--- config.mk ---
export PLATFORM = sky130hd
export DESIGN_NAME = mem_arbiter
export DESIGN_NICKNAME = d
export VERILOG_FILES = /design/src/rtl/common_pkg.sv /design/src/rtl/mem_arbiter.sv
export SDC_FILE = /design/constraint.sdc
export NUM_CORES = 1
export LEC_CHECK = 0
export ABC_AREA = 1
export BUFFER_PORTS_ARGS = -buffer_cell sky130_fd_sc_hd__clkbuf_2
export CORE_AREA = 2 2 213 215
export DETAILED_ROUTE_END_ITERATION = 10
export DIE_AREA = 0 0 215 217
export PLACE_DENSITY = 0.49
export SETUP_SLACK_MARGIN = 0.15
export SLEW_MARGIN = 10
export SYNTH_ARGS = -nofsm -noshare
export SYNTH_HDL_FRONTEND = slang
export SYNTH_SLANG_ARGS = --single-unit
export TNS_END_PERCENT = 50
--- constraint.sdc ---
create_clock -name clk -period 4 [get_ports clk]
set_input_delay 0.8 -clock clk [delete_from_list [all_inputs] [get_ports clk]]
set_output_delay 0.8 -clock clk [all_outputs]
set_load 0.02 [all_outputs]
--- src/rtl/common_pkg.sv ---
// ---------------------------------------------------------------------------
// common -- shared bus types for the core-to-memory path.
//
// Contents:
//   msize_t      transfer size (MSIZE1/2/4/8 bytes)
//   ibus_req_t   instruction fetch request  {valid, addr}
//   ibus_resp_t  instruction fetch response {addr_ok, data_ok, data}
//   dbus_req_t   data request  {valid, addr, size, strobe, data}
//   dbus_resp_t  data response {addr_ok, data_ok, data}
//   cbus_req_t   shared memory request  {valid, is_write, size, addr, strobe, data}
//   cbus_resp_t  shared memory response {ready, last, data}
// ---------------------------------------------------------------------------
package common;

    localparam int ADDR_W = 64;
    localparam int DATA_W = 64;
    localparam int STRB_W = DATA_W / 8;

    typedef logic [ADDR_W-1:0] addr_t;
    typedef logic [DATA_W-1:0] word_t;
    typedef logic [STRB_W-1:0] strobe_t;

    typedef enum logic [2:0] {
        MSIZE1 = 3'd0,
        MSIZE2 = 3'd1,
        MSIZE4 = 3'd2,
        MSIZE8 = 3'd3
    } msize_t;

    typedef struct packed {
        logic  valid;
        addr_t addr;
    } ibus_req_t;

    typedef struct packed {
        logic  addr_ok;
        logic  data_ok;
        word_t data;
    } ibus_resp_t;

    typedef struct packed {
        logic    valid;
        addr_t   addr;
        msize_t  size;
        strobe_t strobe;
        word_t   data;
    } dbus_req_t;

    typedef struct packed {
        logic  addr_ok;
        logic  data_ok;
        word_t data;
    } dbus_resp_t;

    typedef struct packed {
        logic    valid;
        logic    is_write;
        msize_t  size;
        addr_t   addr;
        strobe_t strobe;
        word_t   data;
    } cbus_req_t;

    typedef struct packed {
        logic  ready;
        logic  last;
        word_t data;
    } cbus_resp_t;

endpackage : common

--- src/rtl/mem_arbiter.sv ---
// ---------------------------------------------------------------------------
// mem_arbiter -- funnels the instruction bus and the data bus onto one shared
// memory bus, one transaction at a time.
//
// Ports:
//   clk    sole clock, all state changes on its rising edge
//   reset  synchronous, active-low
//   ireq   instruction request in         iresp  instruction response out
//   dreq   data request in                dresp  data response out
//   oreq   shared memory request out      oresp  shared memory response in
//
// A request seen in IDLE is granted in that same cycle (addr_ok) and copied
// into a request register; the shared bus is then driven only from that copy
// until a response beat with both ready and last arrives, which is passed
// straight back to the winner as data_ok/data. Under contention the data bus
// wins unless it won the previous grant, so the two sides alternate.
// ---------------------------------------------------------------------------
module mem_arbiter
    import common::*;
(
    input  logic       clk,
    input  logic       reset,
    input  ibus_req_t  ireq,
    output ibus_resp_t iresp,
    input  dbus_req_t  dreq,
    output dbus_resp_t dresp,
    output cbus_req_t  oreq,
    input  cbus_resp_t oresp
);

    typedef enum logic [1:0] {
        IDLE,
        IBUSY,
        DBUSY
    } state_t;

    typedef enum logic {
        GRANT_I,
        GRANT_D
    } grant_t;

    state_t    state;
    grant_t    last_grant;
    cbus_req_t req_q;

    logic grant_d;
    logic grant_i;
    logic done;

    // Winner selection; only acted upon while IDLE.
    assign grant_d = dreq.valid && (!ireq.valid || (last_grant == GRANT_I));
    assign grant_i = ireq.valid && !grant_d;

    // A beat without last is an intermediate beat and is ignored.
    assign done = (state != IDLE) && oresp.ready && oresp.last;

    // NOTE: sequential state uses non-blocking assignments so every register
    // samples the pre-edge values regardless of statement order.
    always_ff @(posedge clk) begin
        if (!reset) begin
            state      <= IDLE;
            req_q      <= '0;
            last_grant <= GRANT_I;
        end else begin
            case (state)
                IDLE: begin
                    if (grant_d) begin
                        state      <= DBUSY;
                        last_grant <= GRANT_D;
                        req_q      <= '{valid:    1'b1,
                                        is_write: |dreq.strobe,
                                        size:     dreq.size,
                                        addr:     dreq.addr,
                                        strobe:   dreq.strobe,
                                        data:     dreq.data};
                    end else if (grant_i) begin
                        state      <= IBUSY;
                        last_grant <= GRANT_I;
                        req_q      <= '{valid:    1'b1,
                                        is_write: 1'b0,
                                        size:     MSIZE4,
                                        addr:     ireq.addr,
                                        strobe:   '0,
                                        data:     '0};
                    end
                end
                IBUSY, DBUSY: begin
                    if (done) begin
                        state <= IDLE;
                    end
                end
                default: state <= IDLE;
            endcase
        end
    end

    // Outputs are held at zero while reset is asserted so that a completion
    // or a new request in the reset cycle is never reported.
    // NOTE: every output gets a default first so no path leaves one
    // unassigned, which would otherwise infer a latch.
    always_comb begin
        iresp = '0;
        dresp = '0;
        oreq  = '0;
        if (reset) begin
            case (state)
                IDLE: begin
                    iresp.addr_ok = grant_i;
                    dresp.addr_ok = grant_d;
                end
                IBUSY: begin
                    oreq = req_q;
                    if (done) begin
                        iresp.data_ok = 1'b1;
                        iresp.data    = oresp.data;
                    end
                end
                DBUSY: begin
                    oreq = req_q;
                    if (done) begin
                        dresp.data_ok = 1'b1;
                        dresp.data    = oresp.data;
                    end
                end
                default: ;
            endcase
        end
    end

endmodule : mem_arbiter
# Yosys cells after proc, flatten, opt, wreduce, memory -nomap -nowiden
# Cells that the tools add are included.
[word_totals]
ff_bits = 144
elab_cells = 44
input_bits = 273
out_inout_bits = 273
[classes]
n_mux = 17
n_bitwise = 1
n_reduce_logical = 14
n_eq_ne = 4
[op_table]
columns = ["operator", "count"]
rows = [
  ["$mux 141", 4],
  ["$mux 65", 3],
  ["$mux 66", 2],
  ["$reduce_or 8->1", 1],
  ["$mux 2", 3],
  ["$logic_and 1x1->1", 4],
  ["$mux 1", 4],
  ["$pmux 2 s2", 1],
  ["$reduce_and 2->1", 2],
  ["$reduce_bool 2->1", 2],
  ["$ne 3x3->1 const B", 1],
  ["$eq 2x1->1 const B", 1],
  ["$eq 2x2->1 const B", 1],
  ["$logic_not 1->1", 2],
  ["$logic_not 2->1", 1],
  ["$ne 2x1->1 const B", 1],
  ["$reduce_or 2->1", 1],
  ["$logic_or 1x1->1", 1],
  ["$not 1->1", 1],
]

# Longest topological paths before layout
# Gate-level depths: netlist (run 1).
[depth]
depth_word = 8
mapped_depth = 9
depth_no_buf = 8

# Worst setup path after synthesis (run 1)
# OpenSTA, ideal clock, no wires.
[synth_path]
path_type = "in2out"
startpoint = "input port reset"
endpoint = "output port iresp[65] (netlist bit)"
t_required_ns = 3.200
path_slack_ns = 1.300
cell_stages = 4
arrival_time_ns = 1.900
path_buffers = 2
cell_sequence = "buf_2 inv_1 clkbuf_1 nor4_1"
[synth_lines]
columns = ["item", "line_no", "text"]
rows = [
  ["from (decl)", "mem_arbiter.sv:22", "input logic reset,"],
  ["to (decl)", "mem_arbiter.sv:24", "output ibus_resp_t iresp,"],
]

==> flow_metrics.env, run 1 <==
export IMPL_insertion_delay_ps=450
export IMPL_min_path_cells=2
export IMPL_finalPower_w=0.00498
export IMPL_drc_errors=0
export IMPL_cp_arrival_ps=2470
export IMPL_port_buffers=545
export IMPL_worst_slew_pin_slew_ps=772
export IMPL_synth_largest_type_area_fraction_pct=34.7
export IMPL_clock_path_buffers=2
export IMPL_numCtsBuffers=17
export IMPL_fin_crit_ps=3270
export IMPL_skew_ps=6.13
export IMPL_core_um2=44700
export IMPL_post_cts_buffers=0
export IMPL_htreeDepth=4
export IMPL_routed_via_density=4.10
export IMPL_setup_tns_final_ps=0
export IMPL_cts_hold_buf=0
export IMPL_cts_sinks=144
export IMPL_critPathMaxFanout=65
export IMPL_yosysWarnings=0
export IMPL_grt_overflow_total=0
export IMPL_synth_area_um2=8320
export IMPL_power_per_cell_area_nw_per_um2=413
export IMPL_yosys_area_top_type="dfxtp_1"
export IMPL_rr_worst_depth=7
export IMPL_synthTopCellsByArea="dfxtp_1, nand2_1, nor2_1"
export IMPL_grt_pass1_wl_um=53900
export IMPL_fin_crit_sh_pct=81.8
export IMPL_seqCellArea_um2=2880
export IMPL_dieWidth_um=215
export IMPL_post_place_ws_ps=979
export IMPL_vdd_ir_drop_max_v=0.000294
export IMPL_cts_tree="done"
export IMPL_nets=2218
export IMPL_crit_required_ps=3200
export IMPL_finalSetupViolCount=0
export IMPL_start_util_pct=18.6
export IMPL_rows=78
export IMPL_synth_seq_area_share_pct=34.7
export IMPL_critPathKind="reg2out"
export IMPL_drv_slew=0
export IMPL_netlist_instances=1471
export IMPL_power_leakage_nw=7.22
export IMPL_synth_seq_cells=144
export IMPL_hold_viol_final=0
export IMPL_hold_class="reg2reg"
export IMPL_antenna_left=0
export IMPL_vias=10500
export IMPL_drt_total_wl_um=35800
export IMPL_drt_first_pass_iters=5
export IMPL_drive_gt1_share_pct=30.8
export IMPL_detailed_place_hpwl_um=27500
export IMPL_timing_hold_ws_ps=470
export IMPL_critPathLaunchType="register"
export IMPL_setup_slack_ps=730
export IMPL_slew_headroom_pct=48.4
export IMPL_fill_cells=5195
export IMPL_globalplace_congestion=0.897
export IMPL_run_status="completed"
export IMPL_rsz0062_at_grt="no"
export IMPL_antenna_found_initial=4
export IMPL_multi_input_area_um2=4260
export IMPL_grtUsageTotal_pct=14.7
export IMPL_syn2layout_area_growth_pct=45.1
export IMPL_grt_pass1_vias=9723
export IMPL_cts_resized=0
export IMPL_dieArea_um2=46700
export IMPL_synth_cell_type_count=21
export IMPL_io_pins=546
export IMPL_max_freq_mhz=306
export IMPL_routedWlPerCell_um=14.0
export IMPL_maxCapViolCount=0
export IMPL_avgSynthCellArea_um2=5.66
export IMPL_path_clk_slew_ps=60
export IMPL_crit_path_end_kind="primary output"
export IMPL_grt_max_degree=128
export IMPL_cts_root_buf="clkbuf_16"
export IMPL_drt_iter0_drc=584
export IMPL_die_h_um=217
export IMPL_ff2ff_setup_slack_ps=1880
export IMPL_syn_num_nets=1747
-- sequential cells by signal (all words and copies together), names as in the netlist --
| register | count |
|---|---|
| last_grant | 1 |
| req_q | 141 |
| state | 2 |
-- path summary, 6_finish.rpt --
path / to / from
max: dresp[36] / state[0]
min: req_q[34] / req_q[34]
max reg2reg: req_q[22] / state[0]
min reg2reg: req_q[34] / req_q[34]
-- kinds of logic after synthesis --
family | after synthesis | synth area share (%)
buffers and inverters | 278 | 14.3
AO/OA/AOI/OAI | 8 | 0.617
flip-flops | 144 | 34.7
adder cells (fa/ha/maj) | 3 | 0.451
AND/OR/NAND/NOR | 1038 | 49.9
-- placed cells by master, fill, tap and decap left out, types with 2 or more instances in the layout --
cell	Yosys	routed
buf_12	0	4
inv_6	0	2
ha_1	3	3
clkinvlp_4	0	3
clkbuf_16	0	17
o21ai_0	6	6
nand2_4	1	2
buf_4	11	11
nand2_1	538	538
bufinv_16	0	3
dfxtp_1	144	144
nand3_1	147	145
clkbuf_2	1	544
nand3_2	1	3
clkbuf_8	0	4
nor3_1	42	42
nor2_1	306	306
diode_2	0	3
inv_1	166	166
clkinv_4	0	2
inv_2	4	3
-- synth_stat cells (all sizes together) --
| master | number |
|---|---|
| a21oi | 2 |
| buf | 89 |
| clkbuf | 19 |
| dfxtp | 144 |
| ha | 3 |
| inv | 170 |
| nand2 | 541 |
| nand3 | 148 |
| nor2 | 306 |
| nor3 | 42 |
| nor4 | 1 |
| o21ai | 6 |
-- critical path: stages (launching register included) --
cell and delay (ps):
dfxtp_1 360, inv_1 80, ha_1 320, nor2_1 240, nand3_2 90, buf_4 320, nor2_1 350, clkbuf_2 240
-- report_power, final --
group	internal [W]	switching (W)	total, W
Combinational	0.000462	0.00104	0.00150
Clock	0.00105	0.000670	0.00172
Sequential	0.00168	0.0000868	0.00176
Total	0.00319	0.00180	0.00498
-- through the flow --
stage / instance area, um^2 / cells / utilization (%)
after floorplan: 8320 / 1471 / -
after global placement: 11400 / 2523 / 25.6
after detailed placement: 11400 / 2523 / 25.6
after CTS: 12100 / 2555 / 27.0
after global routing: 12100 / 2558 / 27.0
final: 12100 / 2558 / 27.0
-- layout make-up --
class                   count  share of cell area, %
multi-input cells        1049                   35.3
repair buffers            560                   24.0
flip-flops and latches    144                   23.9
well taps                 600                   6.22
inverters                 170                   5.31
clock buffers              21                   3.98
clock inverters            11                   1.26
diodes                      3                 0.0622
-- per-layer routing --
layer | share of wire, % | GRT usage (%) | vias to the layer above
li1 | - | - | 5307
met1 | 41 | 17.3 | 4736
met2 | 51 | 26.4 | 395
met3 | 5.8 | 3.17 | 40
met4 | 2.0 | 5.26 | 0
met5 | 0 | 0 | -
Note: power is estimated with default switching activity, not from simulation.
==> inputs of run 2 (changes only) <==
--- a/config.mk
+++ b/config.mk
@@ -7,9 +7,9 @@
 export LEC_CHECK = 0
 export ABC_AREA = 1
 export BUFFER_PORTS_ARGS = -buffer_cell sky130_fd_sc_hd__clkbuf_2
-export CORE_AREA = 2 2 213 215
+export CORE_AREA = 2 2 214 216
 export DETAILED_ROUTE_END_ITERATION = 10
-export DIE_AREA = 0 0 215 217
+export DIE_AREA = 0 0 216 218
 export PLACE_DENSITY = 0.49
 export SETUP_SLACK_MARGIN = 0.15
 export SLEW_MARGIN = 10
==> constraint.sdc (replaced) <==
create_clock -name clk -period 3.4 [get_ports clk]
set_input_delay 0.68 -clock clk [delete_from_list [all_inputs] [get_ports clk]]
set_output_delay 0.68 -clock clk [all_outputs]
set_load 0.02 [all_outputs]
==> run 2 against run 1 <==
Against the previous run:
- cell count about the same
- sequential share of layout area hardly changed
- clock skew is 2.8 ps higher
- worst hold slack worse by 58 ps
- first-iteration DRC count fell by 12%
- non-clock buffer count rose by 3
- final area is essentially flat
- setup slack got worse by 320 ps
- clock-buffer cell count is 2 lower
==> flow_metrics.env, run 2 (same netlist as run 1, synthesis figures left out) <==
export IMPL_run_status="completed"
export IMPL_start_util_pct=18.5
export IMPL_placed_cells=2526
export IMPL_finalPower_w=0.00582
export IMPL_numCtsBuffers=17
export IMPL_globalplace_congestion=0.898
export IMPL_grt_pass1_wl_um=53700
export IMPL_vias=10400
export IMPL_io_pins=546
export IMPL_power_leakage_nw=7.24
export IMPL_cp_cell_sequence="inv_1, ha_1, nor2_1, nand3_2, buf_4, nor2_1, clkbuf_2"
export IMPL_grt_overflow_total=0
export IMPL_crit_buf_inv=3
export IMPL_hold_class="in2reg"
export IMPL_htreeDepth=4
export IMPL_dieWidth_um=216
export IMPL_slew_headroom_pct=50.1
export IMPL_top_register="req_q"
export IMPL_insertion_delay_ps=450
export IMPL_largest_register_ffs=141
export IMPL_cp_arrival_ps=2310
export IMPL_crit_slowest_cell="buf_4"
export IMPL_clock_path_buffers=2
export IMPL_drv_slew=0
export IMPL_reg_top3="req_q x141, state x2, last_grant x1"
export IMPL_fin_crit_sh_pct=87.8
export IMPL_cts_sinks=144
export IMPL_nets=2221
export IMPL_drt_iter0_drc=516
export IMPL_die_h_um=218
export IMPL_drive_gt1_share_pct=30.9
export IMPL_antenna_left=0
export IMPL_cts_tree="done"
export IMPL_dieArea_um2=47100
export IMPL_critPathLaunchType="register"
export IMPL_fill_cells=5219
export IMPL_routed_via_density=4.08
export IMPL_drt_total_wl_um=36400
export IMPL_finalSetupViolCount=0
export IMPL_critPathTopFamily="buffers and inverters"
export IMPL_drt_first_pass_iters=5
export IMPL_cts_hold_buf=0
export IMPL_skew_ps=8.97
export IMPL_crit_path_end_kind="primary output"
export IMPL_critPathMaxFanout=65
export IMPL_final_common_cell="clkbuf_2"
export IMPL_rsz0062_at_grt="no"
export IMPL_grt_max_degree=89
export IMPL_hold_viol_final=0
export IMPL_final_cell_mix="clkbuf_2, nand2_1, nor2_1"
export IMPL_antenna_found_initial=8
export IMPL_cpMostUsedCell="nor2_1"
export IMPL_routedWlPerCell_um=14.2
export IMPL_critPathKind="reg2out"
export IMPL_worst_slew_pin_slew_ps=746
export IMPL_crit_required_ps=2720
export IMPL_path_clk_slew_ps=70
export IMPL_grt_pass1_vias=9457
export IMPL_layoutNonFillerInstCount=2560
export IMPL_syn2layout_area_growth_pct=45.1
export IMPL_post_cts_buffers=0
export IMPL_timing_hold_ws_ps=412
export IMPL_max_freq_mhz=335
export IMPL_core_um2=44900
export IMPL_maxCapViolCount=0
export IMPL_slowest_delay_ps=510
export IMPL_drc_errors=0
export IMPL_power_per_cell_area_nw_per_um2=482
export IMPL_cts_root_buf="clkbuf_16"
export IMPL_fin_crit_ps=2990
export IMPL_port_buffers=545
export IMPL_cts_resized=0
export IMPL_grtUsageTotal_pct=14.8
export IMPL_setup_tns_final_ps=0
export IMPL_rows=78
export IMPL_vdd_ir_drop_max_v=0.000347
export IMPL_detailed_place_hpwl_um=28400
==> run 2: layer usage <==
layer	up-vias	routed length, um	global-route usage (%)
met5	-	0	0
met4	0	811	4.63
met3	40	2050	3.29
met2	374	18800	27.4
met1	4723	14700	16.8
li1	5309	-	-
==> run 2: report_power, final <==
| part | internal, W | switching, W | total (W) |
|---|---|---|---|
| registers | 0.00197 | 0.0000948 | 0.00207 |
| clock network | 0.00119 | 0.000789 | 0.00198 |
| logic | 0.000547 | 0.00122 | 0.00177 |
==> run 2: tightest hold or removal path: cells and delay by family <==
| family | cells | cell delay (ps) |
|---|---|---|
| AND/OR/NAND/NOR | 2 | 80 |
| buffers and inverters | 1 | 70 |
==> run 2: worst paths after layout <==
check | endpoint | slack [ps] | cells after the start | startpoint
hold reg to reg | req_q[69] | 470 | 2 | req_q[69]
setup reg to reg | req_q[18] | 1500 | 7 | state[0]
hold / removal | req_q[10] | 410 | 3 | dreq[10]
setup / recovery | dresp[30] | 410 | 7 | state[0]
==> run 2: per-stage QoR <==
stage                     setup WS, ps  util, %  instance area [um^2]
after floorplan                    940        -                  8320
after global placement             798     25.5                 11500
after detailed placement           806     25.5                 11500
after CTS                          297     26.9                 12100
after global routing               177     26.9                 12100
final                              414     26.9                 12100
==> run 2: cell type report <==
class	instances	area [um^2]	share of cell area, %
multi-input cells	1049	4260	35.3
clock inverters	13	161	1.34
diodes	2	5.00	0.0415
clock buffers	19	453	3.75
well taps	600	751	6.22
repair buffers	563	2920	24.2
flip-flops and latches	144	2880	23.9
inverters	170	641	5.31
==> inputs of run 3 (changes only) <==
--- a/config.mk
+++ b/config.mk
@@ -5,12 +5,11 @@
 export SDC_FILE = /design/constraint.sdc
 export NUM_CORES = 1
 export LEC_CHECK = 0
-export ABC_AREA = 1
 export BUFFER_PORTS_ARGS = -buffer_cell sky130_fd_sc_hd__clkbuf_2
-export CORE_AREA = 2 2 214 216
+export CORE_AREA = 2 2 210 212
 export DETAILED_ROUTE_END_ITERATION = 10
-export DIE_AREA = 0 0 216 218
-export PLACE_DENSITY = 0.49
+export DIE_AREA = 0 0 212 214
+export PLACE_DENSITY = 0.47
 export SETUP_SLACK_MARGIN = 0.15
 export SLEW_MARGIN = 10
 export SYNTH_ARGS = -nofsm -noshare
==> run 3 against run 2 <==
Against the previous run:
- critical endpoint is now iresp[23]
- synthesized cell count fell by 41%
- cell count fell by 24%
- worst hold slack improved by 20 ps
- combinational power is 10% lower
- first-iteration DRC count down 27%
- die area shrank 3.7%
- final area shrank 9.3%
- sequential power rose by 3%
- sequential cell count is the same
- non-clock buffer count shrank 5
- clock power is 6% higher
- clock-buffer cell count shrank 1
==> flow_metrics.env, run 3 <==
export IMPL_crit_path_end_kind="primary output"
export IMPL_rsz0062_at_grt="no"
export IMPL_core_um2=42900
export IMPL_fin_crit_ps=3060
export IMPL_drive_gt1_share_pct=43.8
export IMPL_synth_largest_type_area_fraction_pct=40.1
export IMPL_path_clk_slew_ps=70
export IMPL_routedWlPerCell_um=18.0
export IMPL_final_common_cell="clkbuf_2"
export IMPL_cts_tree="done"
export IMPL_cts_sinks=144
export IMPL_hold_class="in2reg"
export IMPL_placed_cells=1917
export IMPL_yosys_area_top_type="dfxtp_1"
export IMPL_insertion_delay_ps=460
export IMPL_finalSetupViolCount=0
export IMPL_grt_pass1_wl_um=50800
export IMPL_synth_area_um2=7200
export IMPL_rows=76
export IMPL_nets=1627
export IMPL_cp_arrival_ps=2380
export IMPL_synth_cell_type_count=26
export IMPL_avgSynthCellArea_um2=8.26
export IMPL_synthFlopType="dfxtp_1"
export IMPL_detailed_place_hpwl_um=26600
export IMPL_synth_seq_area_share_pct=40.1
export IMPL_grt_overflow_total=0
export IMPL_run_status="completed"
export IMPL_ff2ff_setup_slack_ps=1150
export IMPL_fin_crit_sh_pct=90.1
export IMPL_final_util_pct=25.5
export IMPL_worst_slew_pin_slew_ps=886
export IMPL_start_util_pct=16.8
export IMPL_hold_viol_final=0
export IMPL_antenna_left=0
export IMPL_worstHoldStart="dreq[29]"
export IMPL_crit_required_ps=2720
export IMPL_min_path_cells=2
export IMPL_layoutNonFillerInstCount=1956
export IMPL_io_pins=546
export IMPL_final_cell_mix="clkbuf_2, dfxtp_1, and3_1"
export IMPL_port_buffers=545
export IMPL_synth_most_common_cell="dfxtp_1"
export IMPL_dieWidth_um=212
export IMPL_power_per_cell_area_nw_per_um2=533
export IMPL_critPathKind="reg2out"
export IMPL_maxCapViolCount=0
export IMPL_dieArea_um2=45400
export IMPL_post_cts_buffers=0
export IMPL_crit_slowest_cell="dfxtp_1"
export IMPL_critPathLaunchType="register"
export IMPL_cts_root_buf="clkbuf_16"
export IMPL_worstReg2RegStart="state[0]"
export IMPL_syn2layout_area_growth_pct=52.1
export IMPL_clock_path_buffers=2
export IMPL_yosysWarnings=0
export IMPL_routed_via_density=4.21
export IMPL_grt_max_degree=101
export IMPL_synth_edff_count=0
export IMPL_power_leakage_nw=6.00
export IMPL_reg_top3="req_q x141, state x2, last_grant x1"
export IMPL_grtUsageTotal_pct=15.1
export IMPL_drt_first_pass_iters=4
export IMPL_top_register="req_q"
export IMPL_setup_tns_final_ps=0
export IMPL_fill_cells=4798
export IMPL_vias=8238
export IMPL_async_flop_share_pct=0
export IMPL_drv_slew=0
export IMPL_die_h_um=214
export IMPL_globalplace_congestion=0.813
export IMPL_cp_cell_sequence="inv_1, ha_4, and3b_1, and3_2, buf_6, and2_1, clkbuf_2"
export IMPL_holdPathEnd="req_q[29]"
export IMPL_synthTopCellsByArea="dfxtp_1, and3_1, and2_1"
export IMPL_seqCellArea_um2=2880
export IMPL_drc_errors=0
export IMPL_critPathTopFamily="simple AND/OR/NAND/NOR gates"
export IMPL_setup_slack_ps=337
export IMPL_skew_ps=11.8
export IMPL_ys_top_cells_by_count="dfxtp_1, and3_1, nand2_1"
export IMPL_netlist_instances=871
export IMPL_drt_iter0_drc=376
export IMPL_numCtsBuffers=17
export IMPL_post_place_ws_ps=711
export IMPL_max_freq_mhz=327
export IMPL_syn_num_nets=1147
export IMPL_multi_input_area_um2=3770
export IMPL_grt_pass1_vias=7859
export IMPL_drt_total_wl_um=35200
export IMPL_fin_area_um2=10900
export IMPL_rr_endpoint="req_q[47]"
export IMPL_crit_buf_inv=3
export IMPL_critPathMaxFanout=65
export IMPL_rr_worst_depth=6
export IMPL_slowest_delay_ps=370
export IMPL_htreeDepth=4
export IMPL_synth_seq_cells=144
export IMPL_dpl_instance_area_um2=10300
export IMPL_largest_register_ffs=141
export IMPL_antenna_found_initial=9
export IMPL_slew_headroom_pct=40.9
export IMPL_vdd_ir_drop_max_v=0.000291
[run 3: cell count changes after synthesis, sizes merged, moves of 28 or more]
cell,change
a22o,+77
a31oi,+65
and2,+128
and3,+143
buf,-28
inv,-165
nand2,-410
nand3,-147
nor2,-305
nor3,-42
o21ai,+59
[run 3: metal layers]
layer	wire (um)	GRT usage, %	vias up
li1	-	-	4022
met1	13700	16.2	3860
met2	18500	27.6	324
met3	2190	4.18	32
met4	772	6.13	0
met5	0	0	-
[run 3: power breakdown]
group / total (W) / switching, W / leakage, nW / internal (W)
clock network: 0.00210 / 0.000842 / 0.314 / 0.00126
registers: 0.00214 / 0.000145 / 1.19 / 0.00200
logic: 0.00159 / 0.00103 / 4.50 / 0.000565
[run 3: kinds of logic after synthesis]
kind of cell,after synthesis,synth area share (%)
AOI/OAI and AO/OA,214,20.3
adders and majority gates,3,0.522
buffers and inverters,102,8.00
DFF,144,40.1
and+or+nand+nor,408,31.1
[run 3: how the worst max path moves through the flow]
stage / from / endpoint / slack (ps) / cells after the start
6_report: state[0] / iresp[23] / 340 / 7
3_3_place_gp: reset / req_q[139] / 690 / 5
4_1_cts: state[0] / dresp[43] / 190 / 7
5_1_grt: state[0] / dresp[43] / 180 / 7
3_5_place_dp: oresp[64] / dresp[43] / 710 / 6
2_1_floorplan: oresp[64] / dresp[10] / 1210 / 5
[run 3: final cells by class]
class | instances | share of cell area, %
Antenna cell | 7 | 0.160
Clock buffer | 18 | 4.01
Clock inverter | 14 | 1.84
Inverter | 5 | 0.171
Multi-Input combinational cell | 625 | 34.4
Sequential cell | 144 | 26.3
Tap cell | 585 | 6.69
Timing Repair Buffer | 558 | 26.4
[run 3: worst reg2reg max path: stages (launching register included)]
cell	delay (ps)
dfxtp_1	370
inv_1	100
ha_4	220
o21a_4	290
nor2b_4	230
buf_4	660
a22o_1	320
[run 3: timing repair]
action                                  CTS  global route
hold buffers                              0             0
gates resized for setup                   0             2
endpoints found under the setup margin    0           128
[run 3: metrics by stage]
stage / hold WS (ps) / total power, W
detailed placement: 445 / 0.00380
global placement: 441 / 0.00381
finish: 433 / 0.00584
floorplan: 432 / 0.00317
global route: 400 / 0.00619
CTS: 386 / 0.00596
